<file path="config.mk">
export PLATFORM = sky130hd
export DESIGN_NAME = etroc1_l1_sched
export DESIGN_NICKNAME = d
export VERILOG_FILES = /design/src/rtl/etroc1_pkg.sv /design/src/rtl/etroc1_trig_fifo.sv /design/src/rtl/etroc1_l1_sched.sv
export SDC_FILE = /design/constraint.sdc
export NUM_CORES = 1
export LEC_CHECK = 0
export BUFFER_PORTS_ARGS = -buffer_cell sky130_fd_sc_hd__buf_2
export CORE_MARGIN = 5
export CORE_UTILIZATION = 55
export DETAILED_ROUTE_END_ITERATION = 10
export PLACE_DENSITY = 0.82
export SYNTH_ARGS = -nofsm -noshare
export SYNTH_HDL_FRONTEND = slang
export SYNTH_SLANG_ARGS = --single-unit
export TNS_END_PERCENT = 100
</file>
<file path="constraint.sdc">
create_clock -name clock -period 4.6 [get_ports clock]
set_clock_uncertainty 0.05 [all_clocks]
set_input_delay 0.69 -clock clock [delete_from_list [all_inputs] [get_ports clock]]
set_output_delay 0.69 -clock clock [all_outputs]
set_load 0.1 [all_outputs]
</file>
<file path="src/rtl/etroc1_pkg.sv">
// Shared types and helpers for the ETROC1 L1 trigger scheduler.
package etroc1_pkg;

    localparam int WORD_W    = 30;
    localparam int HDR_PAD_W = 14;
    localparam int TRL_PAD_W = 25;

    typedef enum logic [1:0] {
        DT_IDLE = 2'b00,
        DT_HDR  = 2'b01,
        DT_DATA = 2'b10,
        DT_TRL  = 2'b11
    } dtype_e;

    typedef enum logic [1:0] {
        S_IDLE,
        S_HDR,
        S_SCAN,
        S_TRL
    } state_e;

    // One queued trigger: event counter and look-back RAM address.
    typedef struct packed {
        logic [7:0] l1cnt;
        logic [7:0] rdaddr;
    } trig_t;

    function automatic logic [4:0] popcount16(input logic [15:0] m);
        logic [4:0] n;
        n = '0;
        for (int i = 0; i < 16; i++) begin
            n = n + {4'b0000, m[i]};
        end
        return n;
    endfunction

    // Lowest set index of the remaining mask (0 when the mask is empty).
    function automatic logic [3:0] first_set(input logic [15:0] m);
        logic [3:0] idx;
        idx = '0;
        for (int i = 15; i >= 0; i--) begin
            if (m[i]) begin
                idx = 4'(i);
            end
        end
        return idx;
    endfunction

    function automatic logic [WORD_W-1:0] make_header(input trig_t t);
        return {{HDR_PAD_W{1'b0}}, t.l1cnt, t.rdaddr};
    endfunction

    function automatic logic [WORD_W-1:0] make_trailer(input logic [4:0] npix);
        return {{TRL_PAD_W{1'b0}}, npix};
    endfunction

endpackage

</file>
<file path="src/rtl/etroc1_trig_fifo.sv">
// Trigger FIFO: DEPTH entries of {l1cnt, rdaddr}; a push while full is
// accepted only when a pop happens in the same cycle.
module etroc1_trig_fifo
    import etroc1_pkg::*;
#(
    parameter int DEPTH = 4
) (
    input  logic  clock,
    input  logic  reset,
    input  logic  push,
    input  trig_t wdata,
    input  logic  pop,
    output trig_t rdata,
    output logic  full,
    output logic  empty
);

    localparam int AW = $clog2(DEPTH);

    logic [AW:0] wr_ptr;
    logic [AW:0] rd_ptr;
    trig_t       mem [DEPTH];
    logic        do_push;
    logic        do_pop;

    assign empty   = (wr_ptr == rd_ptr);
    assign full    = (wr_ptr[AW] != rd_ptr[AW]) && (wr_ptr[AW-1:0] == rd_ptr[AW-1:0]);
    assign do_pop  = pop && !empty;
    assign do_push = push && (!full || do_pop);
    assign rdata   = mem[rd_ptr[AW-1:0]];

    // Pointer update; the extra MSB tells full from empty.
    always_ff @(posedge clock or posedge reset) begin
        // NOTE: sequential state uses <= so every flop samples pre-edge values.
        if (reset) begin
            wr_ptr <= '0;
            rd_ptr <= '0;
        end else begin
            if (do_push) wr_ptr <= wr_ptr + (AW+1)'(1);
            if (do_pop)  rd_ptr <= rd_ptr + (AW+1)'(1);
        end
    end

    // Entry storage.
    always_ff @(posedge clock) begin
        // NOTE: storage is not reset; the pointers alone define which entries are valid.
        if (do_push) mem[wr_ptr[AW-1:0]] <= wdata;
    end

endmodule

</file>
<file path="src/rtl/etroc1_l1_sched.sv">
// ETROC1 L1 scheduler: BX write pointer, trigger queue and framed readout.
module etroc1_l1_sched
    import etroc1_pkg::*;
#(
    parameter int L1_LATENCY = 100,
    parameter int TRIG_DEPTH = 4
) (
    input  logic        clock,
    input  logic        reset,
    input  logic        l1acc,
    input  logic        bc0,
    input  logic [15:0] roi,
    input  logic [29:0] din0,
    input  logic [29:0] din1,
    input  logic [29:0] din2,
    input  logic [29:0] din3,
    output logic        we,
    output logic [7:0]  addr,
    output logic [3:0]  roe,
    output logic [29:0] dout,
    output logic [1:0]  dtype,
    output logic        busy,
    output logic        overflow
);

    localparam logic [7:0] LAT8 = 8'(L1_LATENCY);

    logic [7:0]  bcid;
    logic [7:0]  l1cnt;
    state_e      state;
    trig_t       ev;
    logic [15:0] mask_rem;
    logic [4:0]  npix;
    logic [29:0] dout_q;
    dtype_e      dtype_q;

    trig_t       push_entry;
    trig_t       fifo_rdata;
    logic        fifo_full;
    logic        fifo_empty;
    logic        pop;
    logic        scanning;
    logic [3:0]  cur_idx;
    logic [15:0] mask_next;
    logic [29:0] col_word;

    assign pop        = (state == S_IDLE) && !fifo_empty;
    assign push_entry = {l1cnt, bcid - LAT8};
    assign scanning   = (state == S_SCAN);
    assign cur_idx    = first_set(mask_rem);
    assign mask_next  = mask_rem & ~(16'd1 << cur_idx);

    etroc1_trig_fifo #(
        .DEPTH(TRIG_DEPTH)
    ) u_fifo (
        .clock(clock),
        .reset(reset),
        .push (l1acc),
        .wdata(push_entry),
        .pop  (pop),
        .rdata(fifo_rdata),
        .full (fifo_full),
        .empty(fifo_empty)
    );

    // BX counter, trigger counter and sticky drop flag.
    always_ff @(posedge clock or posedge reset) begin
        if (reset) begin
            bcid     <= '0;
            l1cnt    <= '0;
            overflow <= 1'b0;
        end else begin
            bcid <= bc0 ? 8'd0 : bcid + 8'd1;
            if (l1acc) l1cnt <= l1cnt + 8'd1;
            if (l1acc && fifo_full && !pop) overflow <= 1'b1;
        end
    end

    // Event framing FSM with registered output word.
    always_ff @(posedge clock or posedge reset) begin
        if (reset) begin
            state    <= S_IDLE;
            ev       <= '0;
            mask_rem <= '0;
            npix     <= '0;
            dout_q   <= '0;
            dtype_q  <= DT_IDLE;
        end else begin
            case (state)
                S_IDLE: begin
                    dout_q  <= '0;
                    dtype_q <= DT_IDLE;
                    if (!fifo_empty) begin
                        ev       <= fifo_rdata;
                        mask_rem <= roi;
                        npix     <= popcount16(roi);
                        state    <= S_HDR;
                    end
                end
                S_HDR: begin
                    dout_q  <= make_header(ev);
                    dtype_q <= DT_HDR;
                    state   <= (mask_rem != 16'd0) ? S_SCAN : S_TRL;
                end
                S_SCAN: begin
                    dout_q   <= col_word;
                    dtype_q  <= DT_DATA;
                    mask_rem <= mask_next;
                    if (mask_next == 16'd0) state <= S_TRL;
                end
                S_TRL: begin
                    dout_q  <= make_trailer(npix);
                    dtype_q <= DT_TRL;
                    state   <= S_IDLE;
                end
                default: state <= S_IDLE;
            endcase
        end
    end

    // Column bus select for the pixel being read this cycle.
    always_comb begin
        // NOTE: a default before the case keeps every path assigned, so no latch is inferred.
        col_word = din0;
        case (cur_idx[1:0])
            2'd0: col_word = din0;
            2'd1: col_word = din1;
            2'd2: col_word = din2;
            2'd3: col_word = din3;
            default: col_word = din0;
        endcase
    end

    // RAM side: write at bcid except while scanning, when the latched read address is driven.
    assign we    = !reset && !scanning;
    assign addr  = scanning ? ev.rdaddr : bcid;
    assign roe   = scanning ? (4'b0001 << cur_idx[3:2]) : 4'b0000;
    assign busy  = (state != S_IDLE) || !fifo_empty;
    assign dout  = dout_q;
    assign dtype = dtype_q;

endmodule

</file>
==> flow_metrics.py, run 1 <==
metrics = {
    "outcome": {
        "status": "finished, final reports clean",
    },
    "global_routing": {
        "grt_overflow": 0,
        "grt_pass1_wl_um": 34500,
        "grt_pass1_vias": 6345,
        "grt_usage": 0.273,
        "grt_max_degree": 57,
        "antenna_found_initial": 1,
    },
    "clock_tree": {
        "clockBufferDepth": 2,
        "cts_hold_buf": 0,
        "tritoncts": "yes",
        "cts-buffers-inserted": 17,
        "postCtsResizedCells": 0,
        "clk_pin_slew_ns": 0.06,
        "clock-root-buffer": "clkbuf_16",
        "postCtsSetupBuffers": 0,
        "worstSkewPairLatency_ns": 0.43,
        "clock-sinks": 158,
        "h-tree-depth": 4,
    },
    "die": {
        "die_h_um": 129,
        "rows": 43,
        "start_util": 0.562,
        "core-area_um2": 13900,
        "pin_count": 187,
        "die_w_um": 129,
        "dieArea_um2": 16700,
    },
    "pwr": {
        "swShare": 0.484,
        "p_comb_frac": 0.524,
        "p_int_mw": 4.14,
        "clkPwrFrac": 0.173,
        "power_mw": 8.03,
        "leakage_nw": 4.15,
        "power.density_nw_per_um2": 850,
        "power.switching_mw": 3.88,
        "sequentialPowerShare": 0.303,
        "ir_worst_vdd_mv": 0.520,
    },
    "sta": {
        "timing.final.crit_share": 0.803,
        "max_freq_mhz": 271,
        "rsz0062_at_grt": "no",
        "setup_viol": 0,
        "period_minus_slack_ns": 3.69,
        "final-hold-violation-count": 0,
        "setup-tns-final_ns": 0,
        "relSlewSlack": 0.228,
        "holdWs_ns": 0.320,
        "maxSlewViolCount": 0,
        "worst_pin_slew_ns": 1.15,
    },
    "worst_setup_path": {
        "crit_top_cell": "fa_1",
        "cp-end-kind": "register",
        "r2r_cells": 10,
        "critical-path-slowest-cell": "fa_1",
        "crit_fanout": 2,
        "start_kind": "primary input",
        "arrival_ns": 3.90,
        "cp.required_ns": 4.81,
        "crit_type": "in2reg",
        "path_buf_inv": 3,
        "path_delay_family": "adder cells",
        "crit_chain": "buf_2 -> fa_1 -> inv_1 -> fa_1 -> fa_1 -> fa_1 -> inv_1 -> ha_1 -> a21o_1 -> a21oi_1 -> xor2_1 -> o21ai_0",
        "cp_num_cells": 12,
        "critPathMaxStageDelay_ns": 0.61,
    },
    "routing": {
        "detail_route.first_pass.iterations": 9,
        "finalWirelength_um": 22400,
        "vias": 6285,
        "drt_iter0_drc": 677,
        "wl_per_cell_um": 22.0,
        "ant_nets": 0,
        "viasPerCell": 6.16,
        "drc": 0,
    },
    "synth": {
        "synth-edff-count": 64,
        "syn_nets": 823,
        "async_flop_share": 0.595,
        "synth-seq-cells": 158,
        "yosysUniqueCellTypes": 62,
        "syn-mean-instance-area_um2": 11.9,
        "ys.flop_type": "dfrtp_1",
        "synth_top_cell_area_share": 0.302,
        "synth_area_leader_cell": "dfrtp_1",
        "yosysWarnings": 0,
        "synth_cells": 654,
        "synthTopCellsByArea": "dfrtp_1 30%, edfxtp_1 25%, mux4_2 4.6%",
        "synth_area_um2": 7800,
        "yosysSeqAreaShare": 0.548,
    },
    "cells_and_area": {
        "areaGrowthSynthToFinish_pct": 21.2,
        "drive_gt1_frac": 0.336,
        "fin_area_um2": 9450,
        "diodes": 0,
        "final_nets": 996,
        "final_util": 0.681,
    },
    "hold_path": {
        "hold_class": "in2async",
    },
    "placed_design": {
        "dp_hpwl_um": 16600,
        "post_dp_cell_area_um2": 8870,
        "io_buffer_count": 186,
        "gp_congestion": 0.951,
    },
    "run": {
        "maxCapViolCount": 0,
    },
}
per-layer routing:
layer,track usage,wire (µm)
met3,0.0643,2140
met5,0,13
met2,0.446,11000
met1,0.361,8630
met4,0.0976,646
cells in the final DEF (no fill, tap or decap), types with 3 or more instances in the layout:
cell and count:
a211oi_1 14, a21o_1 3, a21oi_1 10, a222oi_1 35, a22o_1 12, and2_1 3
buf_2 186, buf_4 11, clkbuf_1 3, clkbuf_16 17, clkinvlp_4 3, dfrtp_1 94
edfxtp_1 64, fa_1 10, ha_1 19, inv_1 33, inv_6 3, mux2_2 26
mux4_2 16, nand2_1 55, nand2b_1 3, nand3_1 6, nand4_1 4, nor2_1 61
nor2_2 3, nor2b_1 7, nor3_1 5, nor4_1 7, o21ai_0 48, o31ai_1 3
or3_1 3, or4_1 4, xnor2_1 12, xor2_1 14
worst paths after layout:
path	startpoint	endpoint	slack (ns)
worst max register to register	mask_rem[1]$_DFFE_PP0P_	dout[7]$_DFF_PP0_	1.14
worst max-delay path	roi[0]	npix[3]$_DFFE_PP0P_	0.91
worst min register to register	overflow$_DFFE_PP0P_	overflow$_DFFE_PP0P_	0.44
min in group clock	overflow$_DFFE_PP0P_	overflow$_DFFE_PP0P_	0.44
worst min-delay path	reset	mask_rem[6]$_DFFE_PP0P_	0.32
max in group asynchronous	reset	state[0]$_DFFE_PP0P_	3.16
through the flow:
stage	std cells	setup slack (ns)
2_1_floorplan	654	0.652
3_3_place_gp	988	0.558
3_5_place_dp	988	0.488
4_1_cts	1020	0.909
5_1_grt	1020	0.795
6_report	1020	0.908
flip-flops by register name (all words and copies together), names as in the netlist:
register       count
u_fifo.wr_ptr      3
state              2
dout              30
bcid               8
u_fifo.rd_ptr      3
dtype              2
ev                16
overflow           1
npix               5
u_fifo.mem        64
mask_rem          16
l1cnt              8
cell usage after synthesis, types with 2 or more instances:
cell      instances
nand3_1           6
or4_4             2
o21ai_0          48
a21o_1            3
or3_1             3
inv_1            34
clkbuf_1         30
edfxtp_1         64
nand2_1          56
buf_6             2
dfrtp_1          94
xor2_1           14
mux2_2           26
a222oi_1         35
a211oi_1         14
and3_1            2
o22ai_1           2
a21oi_1          10
nor2_1           63
and2_1            3
xnor2_1          12
nor3_1            6
ha_1             19
o31ai_1           3
o21a_1            2
buf_2             6
nor2b_1           7
fa_1             10
nand2b_1          3
mux4_2           16
nand4_1           4
a22o_1           12
buf_1             5
nor4_1            7
or4_1             4
power by group through the flow:
stage	Combinational [mW]	Clock, mW	Sequential (mW)
6_report	4.21	1.39	2.43
5_1_grt	4.53	1.47	2.48
4_1_cts	4.20	1.40	2.42
3_5_place_dp	4.18	0	2.43
3_3_place_gp	4.06	0	2.41
2_1_floorplan	2.75	0	2.79
cell families after synthesis:
| logic type | count (synthesis) | share of synthesized area |
|---|---|---|
| simple gates | 174 | 0.103 |
| flops | 158 | 0.548 |
| compound gates | 145 | 0.136 |
| buf+inv | 78 | 0.0404 |
| mux | 43 | 0.0852 |
| fa+ha+maj | 30 | 0.0574 |
| xor+xnor | 26 | 0.0292 |
layout make-up:
type	instances	area [µm²]
clock buffer	21	450
multi-input combinational	418	3220
sequential	158	4270
timing repair buffer	197	1010
clock inverter	11	130
fill	981	4430
tap	180	225
inverter	35	134
(Power assumes the default switching activity.)
==> inputs of run 2 (changes only) <==
CORE_UTILIZATION = 54   (was 55)
PLACE_DENSITY = 0.8   (was 0.82)
clock period = 3.8 ns   (was 4.6 ns; I/O delays follow)
==> run 2 against run 1 <==
  * Critical path depth did not move
  * Core utilization fell by 2.0 points
  * Global-route usage down 1.9 points
  * Critical endpoint unchanged
  * Non-clock buffer count is 10 higher
  * Critical path type unchanged
==> flow_metrics.py, run 2 (synthesized netlist as in run 1, its figures left out) <==
metrics = {
    "outcome": {
        "status": "finished, final reports clean",
    },
    "worst_setup_path": {
        "crit_type": "in2reg",
        "arrival_ns": 3.72,
        "r2r_setup_slack_ns": 0.66,
        "cp-end-kind": "register",
        "crit_fanout": 2,
        "crit-reg2reg-launch": "mask_rem[2]$_DFFE_PP0P_",
        "start_kind": "primary input",
        "path_buf_inv": 3,
        "crit_top_cell": "fa_1",
        "path_delay_family": "adder cells",
        "critical-path-slowest-cell": "fa_1",
        "crit-reg2reg-capture": "state[0]$_DFFE_PP0P_",
        "cp.required_ns": 4.04,
        "r2r_cells": 9,
        "crit_chain": "buf_2 -> fa_1 -> inv_1 -> fa_1 -> fa_1 -> fa_1 -> inv_1 -> ha_1 -> a21o_1 -> a21oi_1 -> xor2_1 -> o21ai_0",
        "critPathMaxStageDelay_ns": 0.57,
    },
    "sta": {
        "maxSlewViolCount": 0,
        "max_freq_mhz": 287,
        "timing.final.crit_share": 0.916,
        "final-hold-violation-count": 0,
        "period_minus_slack_ns": 3.48,
        "setup_viol": 0,
        "holdWs_ns": 0.293,
        "relSlewSlack": 0.314,
        "rsz0062_at_grt": "no",
        "worst_pin_slew_ns": 1.03,
    },
    "global_routing": {
        "grt_usage": 0.254,
        "antenna_found_initial": 1,
        "grt_pass1_vias": 6123,
        "grt_max_degree": 72,
        "grt_pass1_wl_um": 32500,
        "grt_overflow": 0,
    },
    "clock_tree": {
        "cts-buffers-inserted": 17,
        "worstSkewPairLatency_ns": 0.43,
        "postCtsResizedCells": 0,
        "postCtsSetupBuffers": 0,
        "h-tree-depth": 4,
        "clock-root-buffer": "clkbuf_16",
        "clockBufferDepth": 2,
        "cts_hold_buf": 0,
        "clk_pin_slew_ns": 0.06,
        "tritoncts": "yes",
        "clock-sinks": 158,
    },
    "placed_design": {
        "io_buffer_count": 186,
        "gp_congestion": 0.931,
        "dp.cells": 1002,
        "dp_hpwl_um": 15500,
    },
    "pwr": {
        "power.density_nw_per_um2": 1010,
        "leakage_nw": 4.19,
        "ir_worst_vdd_mv": 0.628,
    },
    "die": {
        "dieArea_um2": 16900,
        "core-area_um2": 14400,
        "die_w_um": 130,
        "rows": 44,
        "pin_count": 187,
        "start_util": 0.543,
        "die_h_um": 130,
    },
    "cells_and_area": {
        "final_nets": 1006,
        "areaGrowthSynthToFinish_pct": 21.7,
        "instances_no_fill": 1035,
        "final_cell_mix": "186 x buf_2, 94 x dfrtp_1, 64 x edfxtp_1",
        "drive_gt1_frac": 0.342,
        "largest_register_ffs": 64,
        "mostFrequentLayoutCell": "buf_2",
    },
    "routing": {
        "detail_route.first_pass.iterations": 7,
        "vias": 6274,
        "viasPerCell": 6.06,
        "wl_per_cell_um": 20.8,
        "drt_iter0_drc": 679,
        "finalWirelength_um": 21600,
        "drc": 0,
        "ant_nets": 0,
    },
    "run": {
        "maxCapViolCount": 0,
    },
    "hold_path": {
        "hold_class": "in2async",
    },
}
## run 2: changes by cell type in the layout (fill, tap and decap cells not counted), sizes merged
| cell | change |
|---|---|
| buf | +10 |
| bufinv | -2 |
| clkinv | +2 |
| inv | +1 |
| diode | +1 |
| clkinvlp | -1 |
## run 2: area by class of cell
| cell class | instances | area [µm²] |
|---|---|---|
| Antenna cell | 1 | 2.50 |
| Clock buffer | 21 | 462 |
| Clock inverter | 11 | 80.1 |
| Fill cell | 1055 | 4880 |
| Inverter | 35 | 134 |
| Multi-Input combinational cell | 418 | 3220 |
| Sequential cell | 158 | 4270 |
| Tap cell | 184 | 230 |
| Timing Repair Buffer | 207 | 1090 |
## run 2: stage by stage
step | TNS, ns | power (mW) | setup WS [ns] | instance area (µm²) | util
6_report | 0 | 9.62 | 0.319 | 9490 | 0.660
5_1_grt | 0 | 10.2 | 0.159 | 9490 | 0.660
4_1_cts | 0 | 9.62 | 0.326 | 9490 | 0.660
3_5_place_dp | -0.212 | 8.02 | -0.124 | 8950 | 0.623
3_3_place_gp | -0.0445 | 7.87 | -0.0330 | 8950 | 0.623
2_1_floorplan | -0.0560 | 6.71 | -0.0280 | 7800 | -
## run 2: layer usage
metal	global-route usage	share of wire	wire length, µm	vias up
li1	-	-	-	2800
met1	0.332	0.39	8330	3092
met2	0.412	0.48	10400	327
met3	0.0557	0.098	2110	55
met4	0.107	0.033	706	0
met5	0	0	0	-
## run 2: worst max-delay path by stage
stage | to | startpoint | slack (ns) | depth (start not counted)
after floorplan | addr[2] | state[0]$_DFFE_PP0P_ | -0.03 | 5
after CTS | npix[4]$_DFFE_PP0P_ | roi[0] | 0.33 | 13
after detailed placement | npix[3]$_DFFE_PP0P_ | roi[0] | -0.12 | 12
after global routing | npix[4]$_DFFE_PP0P_ | roi[0] | 0.16 | 13
after global placement | npix[3]$_DFFE_PP0P_ | roi[0] | -0.03 | 12
final | npix[3]$_DFFE_PP0P_ | roi[0] | 0.32 | 12
## run 2: where the power goes
part,leakage [nW],internal [mW],switching [mW]
combinational,2.18,1.67,3.50
clock,0.266,0.880,0.698
sequential,1.75,2.40,0.471
